===== config.mk =====
export PLATFORM = sky130hd
export DESIGN_NAME = smart_toilet_seq_flat
export DESIGN_NICKNAME = d
export VERILOG_FILES = /design/src/rtl/smart_toilet_seq_if.sv /design/src/rtl/smart_toilet_seq.sv /design/src/flat_wrapper.sv
export SDC_FILE = /design/constraint.sdc
export NUM_CORES = 1
export LEC_CHECK = 0
export CAP_MARGIN = 20
export CORE_ASPECT_RATIO = 0.5
export CORE_UTILIZATION = 35
export DETAILED_ROUTE_END_ITERATION = 10
export PLACE_DENSITY = 0.57
export RECOVER_POWER = 100
export SYNTH_ARGS = -nofsm -noshare
export SYNTH_HDL_FRONTEND = slang
export SYNTH_SLANG_ARGS = --single-unit

===== constraint.sdc =====
create_clock -name clk -period 3.2 [get_ports clk]
set_input_delay 0.32 -clock clk [delete_from_list [all_inputs] [get_ports clk]]
set_output_delay 0.32 -clock clk [all_outputs]
set_load 0.01 [all_outputs]

===== src/rtl/smart_toilet_seq_if.sv =====
// Host-to-sequencer bundle: run control, phase durations and valve/status outputs.
// Latency: none (wires only).
// Backpressure: none; start is only honoured when the sequencer is idle.
interface smart_toilet_seq_if #(
  parameter int CNT_W = 16
);
  logic             start;
  logic             abort;
  logic [CNT_W-1:0] t_prime;
  logic [CNT_W-1:0] t_load;
  logic [CNT_W-1:0] t_mix;
  logic [CNT_W-1:0] t_dwell;
  logic [CNT_W-1:0] t_drain;
  logic             valve_soln1;
  logic             valve_soln2;
  logic             valve_soln3;
  logic             valve_out;
  logic [2:0]       phase;
  logic             busy;
  logic             done;
  logic             aborted;

  // Host side: issues commands and durations, observes valves and status.
  modport master (
    output start, abort, t_prime, t_load, t_mix, t_dwell, t_drain,
    input  valve_soln1, valve_soln2, valve_soln3, valve_out,
    input  phase, busy, done, aborted
  );

  // Sequencer side.
  modport slave (
    input  start, abort, t_prime, t_load, t_mix, t_dwell, t_drain,
    output valve_soln1, valve_soln2, valve_soln3, valve_out,
    output phase, busy, done, aborted
  );
endinterface


===== src/rtl/smart_toilet_seq.sv =====
// Assay run sequencer: prime/load/mix/dwell/drain valve phases with start/busy/done/abort.
// Latency: first phase visible one cycle after the start edge; each phase holds t cycles.
// Backpressure: start ignored while busy or when abort is high; abort honoured before drain.
module smart_toilet_seq #(
  parameter int CNT_W = 16
) (
  input  logic               clk,
  input  logic               rst_n,
  smart_toilet_seq_if.slave  bus
);

  typedef enum logic [2:0] {
    S_IDLE  = 3'd0,
    S_PRIME = 3'd1,
    S_LOAD  = 3'd2,
    S_MIX   = 3'd3,
    S_DWELL = 3'd4,
    S_DRAIN = 3'd5,
    S_DONE  = 3'd6
  } state_t;

  localparam logic [CNT_W-1:0] ONE = CNT_W'(1);

  // Duration table, index 0 = prime ... index 4 = drain.
  typedef logic [4:0][CNT_W-1:0] dur_t;

  state_t           state_q, state_d;
  logic [CNT_W-1:0] cnt_q, cnt_d;
  dur_t             dur_q, dur_in;
  logic             latch_dur;
  logic             ab_set, ab_clr;

  logic             soln1_q, soln2_q, soln3_q, out_q;
  logic             busy_q, done_q, aborted_q;

  assign dur_in = {bus.t_drain, bus.t_dwell, bus.t_mix, bus.t_load, bus.t_prime};

  // First phase at or after table index from_idx with a nonzero duration; DONE if none.
  // A state's code equals the table index of the phase that follows it, so passing the
  // current state finds the successor and passing IDLE finds the first phase of a run.
  function automatic state_t first_after(input logic [2:0] from_idx, input dur_t d);
    state_t r;
    logic   found;
    r     = S_DONE;
    found = 1'b0;
    for (int i = 0; i < 5; i++) begin
      if (!found && (i >= int'(from_idx)) && (d[i] != '0)) begin
        r     = state_t'(3'(i + 1));
        found = 1'b1;
      end
    end
    return r;
  endfunction

  // Counter preload on phase entry: t-1, so the phase exits when the counter reads 0.
  function automatic logic [CNT_W-1:0] load_val(input state_t s, input dur_t d);
    logic [CNT_W-1:0] t;
    case (s)
      S_PRIME: t = d[0];
      S_LOAD:  t = d[1];
      S_MIX:   t = d[2];
      S_DWELL: t = d[3];
      S_DRAIN: t = d[4];
      default: t = '0;
    endcase
    return (t == '0) ? '0 : (t - ONE);
  endfunction

  // Valve pattern per state as {soln1, soln2, soln3, out}.
  function automatic logic [3:0] valve_map(input state_t s);
    logic [3:0] v;
    case (s)
      S_PRIME: v = 4'b0010;
      S_LOAD:  v = 4'b0100;
      S_MIX:   v = 4'b1100;
      S_DRAIN: v = 4'b0001;
      default: v = 4'b0000;
    endcase
    return v;
  endfunction

  // Next-state, counter and latch/abort decisions.
  always_comb begin
    state_d   = state_q;
    cnt_d     = cnt_q;
    latch_dur = 1'b0;
    ab_set    = 1'b0;
    ab_clr    = 1'b0;
    case (state_q)
      S_IDLE: begin
        if (bus.start && !bus.abort) begin
          latch_dur = 1'b1;
          ab_clr    = 1'b1;
          state_d   = first_after(3'd0, dur_in);
          cnt_d     = load_val(state_d, dur_in);
        end
      end
      S_PRIME, S_LOAD, S_MIX, S_DWELL: begin
        if (bus.abort) begin
          // Abort always drains for the full latched drain time.
          ab_set  = 1'b1;
          state_d = (dur_q[4] != '0) ? S_DRAIN : S_DONE;
          cnt_d   = load_val(state_d, dur_q);
        end else if (cnt_q == '0) begin
          state_d = first_after(state_q, dur_q);
          cnt_d   = load_val(state_d, dur_q);
        end else begin
          cnt_d = cnt_q - ONE;
        end
      end
      S_DRAIN: begin
        if (cnt_q == '0) begin
          state_d = S_DONE;
          cnt_d   = '0;
        end else begin
          cnt_d = cnt_q - ONE;
        end
      end
      S_DONE: begin
        state_d = S_IDLE;
        cnt_d   = '0;
      end
      default: begin
        state_d = S_IDLE;
        cnt_d   = '0;
      end
    endcase
  end

  // State, counter, latched durations and registered outputs; reset closes all valves at once.
  always_ff @(posedge clk or negedge rst_n) begin
    if (!rst_n) begin
      state_q   <= S_IDLE;
      cnt_q     <= '0;
      dur_q     <= '0;
      soln1_q   <= 1'b0;
      soln2_q   <= 1'b0;
      soln3_q   <= 1'b0;
      out_q     <= 1'b0;
      busy_q    <= 1'b0;
      done_q    <= 1'b0;
      aborted_q <= 1'b0;
    end else begin
      state_q <= state_d;
      cnt_q   <= cnt_d;
      if (latch_dur) begin
        dur_q <= dur_in;
      end
      {soln1_q, soln2_q, soln3_q, out_q} <= valve_map(state_d);
      busy_q <= (state_d != S_IDLE);
      done_q <= (state_d == S_DONE);
      if (ab_set) begin
        aborted_q <= 1'b1;
      end else if (ab_clr) begin
        aborted_q <= 1'b0;
      end
    end
  end

  assign bus.phase       = state_q;
  assign bus.valve_soln1 = soln1_q;
  assign bus.valve_soln2 = soln2_q;
  assign bus.valve_soln3 = soln3_q;
  assign bus.valve_out   = out_q;
  assign bus.busy        = busy_q;
  assign bus.done        = done_q;
  assign bus.aborted     = aborted_q;

endmodule


===== src/flat_wrapper.sv =====
// flat-port wrapper written by rule: the top's interface ports become plain ports
module smart_toilet_seq_flat 
#(
  parameter int CNT_W = 16
)
  (clk, rst_n, bus_start, bus_abort, bus_t_prime, bus_t_load, bus_t_mix, bus_t_dwell, bus_t_drain, bus_valve_soln1, bus_valve_soln2, bus_valve_soln3, bus_valve_out, bus_phase, bus_busy, bus_done, bus_aborted);
  smart_toilet_seq_if #(.CNT_W(CNT_W)) bus_i ();
  input  logic clk;
  input  logic rst_n;
  input wire logic [$bits(bus_i.start)-1:0] bus_start;
  input wire logic [$bits(bus_i.abort)-1:0] bus_abort;
  input wire logic [$bits(bus_i.t_prime)-1:0] bus_t_prime;
  input wire logic [$bits(bus_i.t_load)-1:0] bus_t_load;
  input wire logic [$bits(bus_i.t_mix)-1:0] bus_t_mix;
  input wire logic [$bits(bus_i.t_dwell)-1:0] bus_t_dwell;
  input wire logic [$bits(bus_i.t_drain)-1:0] bus_t_drain;
  output wire logic [$bits(bus_i.valve_soln1)-1:0] bus_valve_soln1;
  output wire logic [$bits(bus_i.valve_soln2)-1:0] bus_valve_soln2;
  output wire logic [$bits(bus_i.valve_soln3)-1:0] bus_valve_soln3;
  output wire logic [$bits(bus_i.valve_out)-1:0] bus_valve_out;
  output wire logic [$bits(bus_i.phase)-1:0] bus_phase;
  output wire logic [$bits(bus_i.busy)-1:0] bus_busy;
  output wire logic [$bits(bus_i.done)-1:0] bus_done;
  output wire logic [$bits(bus_i.aborted)-1:0] bus_aborted;
  assign bus_i.start = bus_start;
  assign bus_i.abort = bus_abort;
  assign bus_i.t_prime = bus_t_prime;
  assign bus_i.t_load = bus_t_load;
  assign bus_i.t_mix = bus_t_mix;
  assign bus_i.t_dwell = bus_t_dwell;
  assign bus_i.t_drain = bus_t_drain;
  assign bus_valve_soln1 = bus_i.valve_soln1;
  assign bus_valve_soln2 = bus_i.valve_soln2;
  assign bus_valve_soln3 = bus_i.valve_soln3;
  assign bus_valve_out = bus_i.valve_out;
  assign bus_phase = bus_i.phase;
  assign bus_busy = bus_i.busy;
  assign bus_done = bus_i.done;
  assign bus_aborted = bus_i.aborted;
  smart_toilet_seq #(.CNT_W(CNT_W)) u_core (.clk(clk), .rst_n(rst_n), .bus(bus_i));
endmodule

==> results.toml <==
[placed_design]
dpl.hpwl_mm = 25.8
placed_cells_incl_taps = 1578
dpl_worst_slack_ns = -0.771
place_congestion = 0.994
io_buffer_count = 93

[clocking]
clock_latency_ns = 0.36
htree_levels = 3
path_clk_slew_ns = 0.08
cts_inserted_buffers = 9
cts_buffer_depth = 2
ctsHoldBuffers = 0
ctsRootBufferMaster = "clkbuf_16"
cts_tree = "built"
clkSinkCount = 106

[die]
coreArea_um2 = 20700
dieWidth_um = 209
die_area_um2 = 22000
ios = 94
die_h_um = 105
core.rowCount = 37
start_util = 0.361

[routing]
wirelength_mm = 32.4
antenna_left = 0
viasPerCell = 5.56
vias = 8932
first_pass_iters = 5
drtIter0Drc = 880
wl_per_cell_um = 20.2
drc = 0

[setup_path]
crit_chain = "nor4_2 > buf_4 > nand4_1 > nand2_2 > buf_12 > mux2_2 > a221o_1 > nor4_4 > buf_4 > nand4_4 > and2_4 > a221oi_2 > nor3_1"
cpPeakStageDelay_ns = 0.40
crit_path_end_kind = "register"
r2r_end = "u_core.cnt_q[5]"
startpoint_type = "register"
path_buf_inv = 3
critPathMaxFanout = 8
crit_top_cell = "buf_4"
critPathTopFamily = "simple AND/OR/NAND/NOR gates"
rrSetupSlack_ns = -0.18
worst_r2r_path_depth = 13
cp_data_required_time_ns = 3.45
r2r_start = "u_core.dur_q[11]"
arrival_ns = 3.62
worstSetupPathType = "register to register"
critPathSlowestCell = "dfrtp_1"

[timing]
setup_slack_ns = -0.178
worst_slew_pin_slew_ns = 1.65
final_hold_viol_count = 0
rsz0062_at_grt = "yes"
final.min_clock_period_ns = 3.38
finalCritPeriodShare = 1.06
setup_violations = 16
slew_headroom = -0.100
fin_hold_ws_ns = 0.372
fmaxAchievable_mhz = 296
slew_viol_final = 59
clock_skew_ns = 0.0108
fin_setup_tns_ns = -1.69

[synthesis]
synthDistinctLibCells = 78
syn-num-nets = 1055
ys.flop_type = "dfrtp_1"
synth_edf_count = 0
syn_avg_cell_area_um2 = 7.75
yosysWarnings = 0
yosysSeqAreaShare = 0.354
ys_ff_latch = 106
async_flop_share = 1.00
synth_cells = 966
netlist_area_um2 = 7490

[run]
max-cap-violations = 1

[pwr]
leakage_nw = 5.25
peakVddDrop_mv = 0.370
total_power_mw = 10.6
powerDensity_nw_per_um2 = 931

[global_routing]
gr-total-overflow = 0
track_usage = 0.295
antenna_found_initial = 1
grt_first_pass_wirelength_mm = 49.2
grt_pass1_vias = 8505
grt_max_degree = 84

[cells_and_area]
layout_common_cells = "297 x nand2_1, 292 x buf_4, 106 x dfrtp_1"
final_nets = 1417
diodes = 0
drive_above_1_share = 0.290
stdcell_count = 1606
nFillCells = 1961
final_common_cell = "nand2_1"
syn_to_final_growth_pct = 51.5

[run_status]
status = "finished with violations"
violations = "max-capacitance violations, max-slew violations, negative setup slack"

[worst_hold_path]
hold_path_class = "input pin to asynchronous set/reset pin"
==> how the worst max path moves through the flow <==
| stage | start | endpoint | slack (ns) | cells after the start |
|---|---|---|---|---|
| 6_report | u_core.dur_q[11] | u_core.cnt_q[5] | -0.18 | 13 |
| 5_1_grt | bus_abort | u_core.cnt_q[11] | -0.38 | 8 |
| 4_1_cts | u_core.dur_q[11] | u_core.cnt_q[5] | -0.25 | 15 |
| 3_5_place_dp | bus_t_prime[11] | u_core.cnt_q[11] | -0.77 | 15 |
| 3_3_place_gp | bus_t_prime[11] | u_core.cnt_q[11] | -0.73 | 15 |
| 2_1_floorplan | u_core.bus.phase[1] | u_core.cnt_q[6] | -0.16 | 16 |
==> synthesized netlist by cell type (all sizes together) (5+ instances only) <==
| cell type | count | area, um^2 |
|---|---|---|
| nand2 | 302 | 1140 |
| o221ai | 5 | 50.0 |
| mux2i | 10 | 100 |
| and4 | 5 | 43.8 |
| o21ai | 55 | 275 |
| ha | 5 | 62.6 |
| a221oi | 15 | 144 |
| clkbuf | 32 | 121 |
| nand3 | 20 | 105 |
| and3 | 5 | 31.3 |
| nand4 | 17 | 121 |
| xor2 | 12 | 105 |
| a221o | 29 | 292 |
| and2 | 8 | 52.6 |
| o31ai | 8 | 60.1 |
| nor2b | 9 | 56.3 |
| or3 | 6 | 42.5 |
| mux2 | 12 | 135 |
| nor2 | 59 | 231 |
| buf | 18 | 135 |
| xnor2 | 30 | 263 |
| nor3 | 18 | 106 |
| o211ai | 5 | 42.5 |
| nor4 | 53 | 368 |
| inv | 23 | 86.3 |
| a31oi | 9 | 56.3 |
| a21oi | 43 | 219 |
| dfrtp | 106 | 2650 |
==> where the power goes <==
part           switching [mW]  total, mW  leakage [nW]  internal (mW)
combinational            3.60       6.93          3.79           3.33
sequential              0.517       2.49          1.32           1.98
clock                   0.596       1.14         0.139          0.545
==> layer usage <==
layer	vias up	track usage	wire length (um)
li1	4194	-	-
met5	-	0	12
met2	399	0.444	13900
met1	4290	0.428	15000
met4	2	0.0672	648
met3	47	0.0653	2790
==> final cells by class <==
type | count | area, um^2 | area share
Clock buffer | 9 | 225 | 0.0198
Clock inverter | 7 | 58.8 | 0.00518
Inverter | 23 | 86.3 | 0.00761
Multi-Input combinational cell | 787 | 4710 | 0.415
Sequential cell | 106 | 2650 | 0.234
Tap cell | 273 | 342 | 0.0301
Timing Repair Buffer | 401 | 3270 | 0.288
==> registers in the layout (all words and copies together) (netlist names) <==
| signal | count |
|---|---|
| u_core.cnt_q | 16 |
| u_core.bus.valve_soln3 | 1 |
| u_core.bus.valve_soln2 | 1 |
| u_core.bus.valve_soln1 | 1 |
| u_core.bus.phase | 3 |
| u_core.bus.valve_out | 1 |
| u_core.dur_q | 80 |
| u_core.bus.done | 1 |
| u_core.bus.aborted | 1 |
| u_core.bus.busy | 1 |
==> metrics by stage <==
step                      utilization  cell area (um^2)
after floorplan                     -              7500
after global placement          0.522             10800
after detailed placement        0.522             10800
after CTS                       0.542             11200
after global routing            0.547             11300
final                           0.547             11300
==> timing repair <==
| item | in CTS | in global routing |
|---|---|---|
| gates resized for setup | 19 | 29 |
| buffers inserted | 6 | 6 |
| setup endpoints to repair | 16 | 16 |
| hold endpoints to repair | 0 | 0 |
| pin swaps | 7 | 10 |
==> cells by family after synthesis <==
kind of cell | after synthesis | share of synthesized area
AO/OA/AOI/OAI | 198 | 0.185
XOR/XNOR | 42 | 0.0491
adder cells (fa/ha/maj) | 5 | 0.00835
buffers and inverters | 73 | 0.0458
flip-flops | 106 | 0.354
multiplexers | 22 | 0.0314
AND/OR/NAND/NOR | 520 | 0.326
No activity file was read; power rests on OpenSTA's default activity.
